<file path="src/rtl/mips_defs_pkg.sv">
// Shared MIPS fetch-side constants, exception codes and the next-PC source
// type used by the fetch unit and its next-PC selector.
package mips_defs;

    localparam logic [31:0] RESET_PC   = 32'h0000_3000;
    localparam logic [31:0] HANDLER_PC = 32'h0000_4180;
    localparam logic [31:0] TEXT_BASE  = 32'h0000_3000;
    localparam logic [31:0] TEXT_LIMIT = 32'h0000_6FFC;

    localparam logic [4:0] EXC_NONE = 5'd0;
    localparam logic [4:0] EXC_ADEL = 5'd4;
    localparam logic [4:0] EXC_INT  = 5'd0;

    localparam logic [31:0] NOP_WORD = 32'h0000_0000;

    typedef enum logic [2:0] {
        NPC_EXC,
        NPC_ERET,
        NPC_HOLD,
        NPC_REDIRECT,
        NPC_SEQ
    } npc_src_e;

    // A fetch is illegal when misaligned or outside the text segment.
    function automatic logic fetch_addr_bad(input logic [31:0] pc,
                                            input logic [31:0] base,
                                            input logic [31:0] limit);
        return (pc[1:0] != 2'b00) || (pc < base) || (pc > limit);
    endfunction

endpackage

</file>
<file path="src/rtl/if_npc_sel.sv">
// Combinational next-PC priority mux: exception, eret, stall, redirect,
// then sequential fetch. Also reports which source won.
module if_npc_sel
    import mips_defs::*;
#(
    parameter logic [31:0] HANDLER_PC = mips_defs::HANDLER_PC
) (
    input  logic [31:0] pc,
    input  logic        exc_req,
    input  logic        eret_req,
    input  logic [31:0] epc,
    input  logic        stall,
    input  logic        redirect_valid,
    input  logic [31:0] redirect_pc,
    output logic [31:0] npc,
    output npc_src_e    src
);

    always_comb begin
        src = NPC_SEQ;
        npc = pc + 32'd4;
        if (exc_req) begin
            src = NPC_EXC;
            npc = HANDLER_PC;
        end else if (eret_req) begin
            src = NPC_ERET;
            npc = epc;
        end else if (stall) begin
            // A redirect seen during a stall is dropped; hazard logic re-presents it.
            src = NPC_HOLD;
            npc = pc;
        end else if (redirect_valid) begin
            src = NPC_REDIRECT;
            npc = redirect_pc;
        end
    end

endmodule

</file>
<file path="src/rtl/if_fetch_unit.sv">
// Instruction-fetch stage: PC register, IF/ID pipeline register, delay-slot
// tagging and flush. Define FETCH_ADDR_CHECK_EN to enable fetch AdEL detection.
module if_fetch_unit
    import mips_defs::*;
#(
    parameter logic [31:0] RESET_PC   = mips_defs::RESET_PC,
    parameter logic [31:0] HANDLER_PC = mips_defs::HANDLER_PC,
    parameter logic [31:0] TEXT_BASE  = mips_defs::TEXT_BASE,
    parameter logic [31:0] TEXT_LIMIT = mips_defs::TEXT_LIMIT
) (
    input  logic        clk,
    input  logic        reset,
    input  logic        stall,
    input  logic        redirect_valid,
    input  logic [31:0] redirect_pc,
    input  logic        exc_req,
    input  logic        eret_req,
    input  logic [31:0] epc,
    output logic [31:0] im_pc,
    input  logic [31:0] im_instr,
    output logic [31:0] d_instr,
    output logic [31:0] d_pc,
    output logic [31:0] d_pc8,
    output logic        d_valid,
    output logic        d_bd,
    output logic [4:0]  d_exc_code
);

`ifdef FETCH_ADDR_CHECK_EN
    localparam logic ADDR_CHECK = 1'b1;
`else
    localparam logic ADDR_CHECK = 1'b0;
`endif

    logic [31:0] pc;
    logic [31:0] npc;
    npc_src_e    src;
    logic        fetch_bad;
    logic [31:0] fetch_word;
    logic [4:0]  fetch_exc;

    if_npc_sel #(
        .HANDLER_PC(HANDLER_PC)
    ) u_npc_sel (
        .pc            (pc),
        .exc_req       (exc_req),
        .eret_req      (eret_req),
        .epc           (epc),
        .stall         (stall),
        .redirect_valid(redirect_valid),
        .redirect_pc   (redirect_pc),
        .npc           (npc),
        .src           (src)
    );

    // With the check disabled the bad flag is constant 0, so the word passes through.
    assign fetch_bad  = ADDR_CHECK && fetch_addr_bad(pc, TEXT_BASE, TEXT_LIMIT);
    assign fetch_word = fetch_bad ? NOP_WORD : im_instr;
    assign fetch_exc  = fetch_bad ? EXC_ADEL : EXC_NONE;

    always_ff @(posedge clk or negedge reset) begin
        if (!reset) begin
            pc         <= RESET_PC;
            d_instr    <= NOP_WORD;
            d_pc       <= RESET_PC;
            d_valid    <= 1'b0;
            d_bd       <= 1'b0;
            d_exc_code <= EXC_NONE;
        end else begin
            pc <= npc;
            case (src)
                NPC_EXC, NPC_ERET: begin
                    d_instr    <= NOP_WORD;
                    d_pc       <= npc;
                    d_valid    <= 1'b0;
                    d_bd       <= 1'b0;
                    d_exc_code <= EXC_NONE;
                end
                NPC_HOLD: begin
                end
                default: begin
                    d_instr    <= fetch_word;
                    d_pc       <= pc;
                    d_valid    <= 1'b1;
                    d_bd       <= (src == NPC_REDIRECT);
                    d_exc_code <= fetch_exc;
                end
            endcase
        end
    end

    assign im_pc = pc;
    assign d_pc8 = d_pc + 32'd8;

endmodule

</file>
<file path="config.mk">
export PLATFORM = sky130hd
export DESIGN_NAME = if_fetch_unit
export DESIGN_NICKNAME = d
export VERILOG_FILES = /design/src/rtl/mips_defs_pkg.sv /design/src/rtl/if_npc_sel.sv /design/src/rtl/if_fetch_unit.sv
export SDC_FILE = /design/constraint.sdc
export NUM_CORES = 1
export LEC_CHECK = 0
export CORE_ASPECT_RATIO = 1.75
export CORE_MARGIN = 10
export CORE_UTILIZATION = 40
export DETAILED_ROUTE_END_ITERATION = 12
export GPL_TIMING_DRIVEN = 0
export HOLD_SLACK_MARGIN = 0.1
export PLACE_DENSITY = 0.87
export SKIP_LAST_GASP = 1
export SLEW_MARGIN = 10
export SYNTH_ARGS = -nofsm -noshare
export SYNTH_HDL_FRONTEND = slang
export SYNTH_SLANG_ARGS = --single-unit
export TNS_END_PERCENT = 100
</file>
<file path="constraint.sdc">
create_clock -name clk -period 2 [get_ports clk]
set_clock_uncertainty 0.2 [all_clocks]
set_input_delay 0.3 -clock clk [delete_from_list [all_inputs] [get_ports clk]]
set_output_delay 0.3 -clock clk [all_outputs]
set_load 0.1 [all_outputs]
</file>
==> run summary <==
On the worst path, the slowest cell contributes a delay of 0.49 ns. The worst pin sits at a relative slew slack of 53.3%. The detailed router placed 6,639 vias in this run. The checks that failed: negative setup slack.

TritonCTS built the clock tree. The largest net degree at the start of global routing came out at 72. Routability-driven placement finished with a final weighted congestion of 0.967. For this run, the top clock speed supported by timing is 0.347 GHz. For the smallest hold slack, the log shows 0.185 ns. Detailed placement ended at an HPWL of 19,900 microns. The critical path class was reg -> out.

For the distinct cell type count after synthesis, the log shows 62. The cell sitting at the root of the clock tree is a sky130_fd_sc_hd__clkbuf_16. The height of the die is 181 microns, and the number of input and output port buffers inserted is 229.

Synthesis handed over a netlist of 665 instances. Critical register-to-register path startpoint: im_pc[12]. The routed design could run at a clock period as short as 2.89 ns. Number of flops mapped to enable cells by yosys: 0. The final cycle utilization of the critical path works out to 144%. The worst-case IR drop observed on VDD is 0.486 mV. For flop-to-flop paths, the worst setup slack is -0.10 ns. Cells with a size suffix above 1 make up 39.5% of the layout.

The dominant cell type by count on the critical path is sky130_fd_sc_hd__nand4_1. STA classifies the critical path endpoint as a primary output. Of the synthesized area, sequential elements account for 41.2%. The tools report the type of element launching the critical path as a flip-flop. The first-pass GRT wire length came out at 40,000 microns. Clock insertion delay at the later pin of the skew report: 0.35 ns. The initial antenna violation count came out at 3.

Relative to the synthesized area, the layout overhead comes to 75.0%. The library cell occupying the most area in the post-synthesis netlist was sky130_fd_sc_hd__dfrtp_1. For the number of DRC violations after detailed routing, the log shows 0. The most common flop cell mapped by yosys was sky130_fd_sc_hd__dfrtp_1. The total of warnings raised by yosys is 0. The cell area power density was 647 nW/um^2. The cell family contributing the most delay on the critical path is simple AND/OR/NAND/NOR gates. The number of global-route vias before repair is 6,949. For this block, the initial DRC count from the detailed router was 568. After floorplanning, the core was sized to cover 14,800 sq um. Along the worst path, the maximum fanout reaches 6. The run gives 1,043 as the number of nets at the end of the flow. Counting cells, the worst reg-to-reg path comes to 6.

The number of CTS-inserted buffers was 9; the final routed wirelength across all metal layers was 26,700 microns. The library cell used most frequently in the layout, excluding fill and tap cells, is sky130_fd_sc_hd__clkdlybuf4s50_1. The H-tree generated during clock tree synthesis spans 3 levels. Clock tree synthesis found a total of 98 sinks. The count of final hold-check violations is 0, and the final instance area is 10,400 sq um. The smallest setup slack after layout was -0.886 ns.

The floorplan has 59 rows. Ranked by total cell area, the synthesized netlist is headed by sky130_fd_sc_hd__dfrtp_1 39%, sky130_fd_sc_hd__mux2i_1 8.6%, sky130_fd_sc_hd__nor2_1 6.1%. The register bit count reported by yosys was 98; the arrival time of the worst setup path was 2.39 ns. The average cell area after synthesis is 8.96 sq um, and the fraction of registers with async set/reset is 100%. In this run the worst hold path is classified as in -> async. The worst register-to-register path ends at im_pc[21]. The run finished, with violations left. The via density per instance was 5.88; the count of final max-slew check failures was 0. Summing every instance area after synthesis gives 5960 sq um. Setup repair after global routing could not meet its margin everywhere. The initial core utilization was 40.4%; the leakage power was 4.31 nW. From left edge to right edge, the die measures 112 microns. Number of buffers and inverters on the critical path: 1. Antenna violation net count after detailed routing: 0. The signal on the critical path passes through ha_4 -> nand4_1 -> nor2_4 -> and3_4 -> nand4_1 -> xnor2_4 -> buf_12.

The top cell types in the final layout, fill and taps aside, are 98 x sky130_fd_sc_hd__clkdlybuf4s50_1, 90 x sky130_fd_sc_hd__clkdlybuf4s15_2, 88 x sky130_fd_sc_hd__nor2_1. The worst-path cell with the longest stage delay was sky130_fd_sc_hd__dfrtp_4. The tools report the total placed instance area as 9330 sq um. Setup violations remaining at the end of the flow were counted as 30.

The die covers 20,400 sq um. The clock passes through at most 2 buffers. The first TritonRoute pass finished after 5 iterations. The logs give 1.50 ns for the required time of the worst setup path and 0 for the max-cap check violation count. After detailed routing, the average wire length per cell comes to 23.6 microns. After clock tree synthesis, the clock-pin slew on the worst setup and hold paths is 0.07 ns.

The share of the synthesized area in the top cell type works out to 39.5%. At the pin with the least slew margin, the transition time is 0.701 ns. The total global routing overflow is 0, and the global routing usage summed across all routing layers is 24.7%. The number of top-level design ports is 237.
## final cells by class
type	instances	area, sq um
diodes	3	7.51
fillers	1075	4330
clock inverters	6	55.1
plain buffers	49	320
flip-flops and latches	98	2560
inverters	22	82.6
multi-input cells	494	4010
well taps	183	229
repair buffers	265	2920
clock buffers	10	250
## state kept, by name (all words and copies together), names as in the netlist
register  count
d_valid       1
im_pc        32
d_pc         32
d_bd          1
d_instr      32
## power by group
group | total, mW | internal (mW) | switching (mW)
Sequential | 2.34 | 2.12 | 0.215
Clock | 1.79 | 0.945 | 0.843
Combinational | 2.62 | 0.803 | 1.82
## worst max-delay path by stage
stage / cells after the start / end / start
2_1_floorplan: 5 / d_pc8[28] / d_pc[13]
6_report: 7 / d_pc8[31] / d_pc[3]
3_3_place_gp: 1 / im_pc[10] / reset
4_1_cts: 7 / d_pc8[31] / d_pc[3]
3_5_place_dp: 7 / d_pc8[19] / d_pc[3]
5_1_grt: 6 / d_pc8[28] / d_pc[13]
## synth_stat cells (16+ instances only)
cell type and n:
sky130_fd_sc_hd__nand3_1 21, sky130_fd_sc_hd__dfrtp_1 94, sky130_fd_sc_hd__nor2_1 97, sky130_fd_sc_hd__a21oi_1 36, sky130_fd_sc_hd__o21ai_0 24, sky130_fd_sc_hd__xnor2_1 18
sky130_fd_sc_hd__mux2i_1 51, sky130_fd_sc_hd__o21a_1 16, sky130_fd_sc_hd__nor3_1 19, sky130_fd_sc_hd__inv_1 20, sky130_fd_sc_hd__nand4_1 16, sky130_fd_sc_hd__clkbuf_1 22
sky130_fd_sc_hd__nand2_1 40
## worst register-to-register path: stages, from the launching register on
cell and delay, ns:
sky130_fd_sc_hd__dfstp_4 0.63, sky130_fd_sc_hd__and4_1 0.21, sky130_fd_sc_hd__buf_6 0.14, sky130_fd_sc_hd__nand3_4 0.10, sky130_fd_sc_hd__or4_1 0.49, sky130_fd_sc_hd__o21ai_1 0.11
sky130_fd_sc_hd__a211oi_2 0.08
## layer usage
layer,part of all wire [%],vias up,GRT usage [%],wire (microns)
met4,6.4,0,15.5,1720
met1,32,3190,24.2,8560
met2,52,426,43.8,14000
met3,9.2,107,7.19,2450
li1,-,2916,-,-
met5,0,-,0,0
## cell families after synthesis
group | Yosys count | synth area share [%]
xor+xnor | 29 | 4.26
other cells | 1 | 0.0629
buf+inv | 77 | 6.63
mux | 61 | 10.5
fa+ha+maj | 2 | 0.420
compound gates | 142 | 15.9
simple gates | 255 | 21.0
flops | 98 | 41.2
## per-stage QoR
stage / power [mW] / util (%) / setup TNS [ns] / instances / setup WS (ns)
6_report: 6.75 / 70.7 / -16.40 / 1130 / -0.886
5_1_grt: 6.94 / 70.7 / -18.52 / 1130 / -0.952
4_1_cts: 6.70 / 68.6 / -16.88 / 1115 / -0.886
3_5_place_dp: 4.87 / 63.2 / -93.33 / 1082 / -1.71
3_3_place_gp: 4.84 / 63.0 / -438.79 / 1081 / -4.12
2_1_floorplan: 4.08 / - / -18.25 / 669 / -0.980
## repair_timing
| action | in CTS | in global routing |
|---|---|---|
| resized for setup | 578 | 71 |
| pin swaps | 18 | 23 |
| hold endpoints to repair | 94 | 0 |
| hold buffers | 1 | 0 |
| setup endpoints to repair | 216 | 97 |
| setup buffers | 20 | 14 |
No activity file was read; power rests on OpenSTA's default activity.
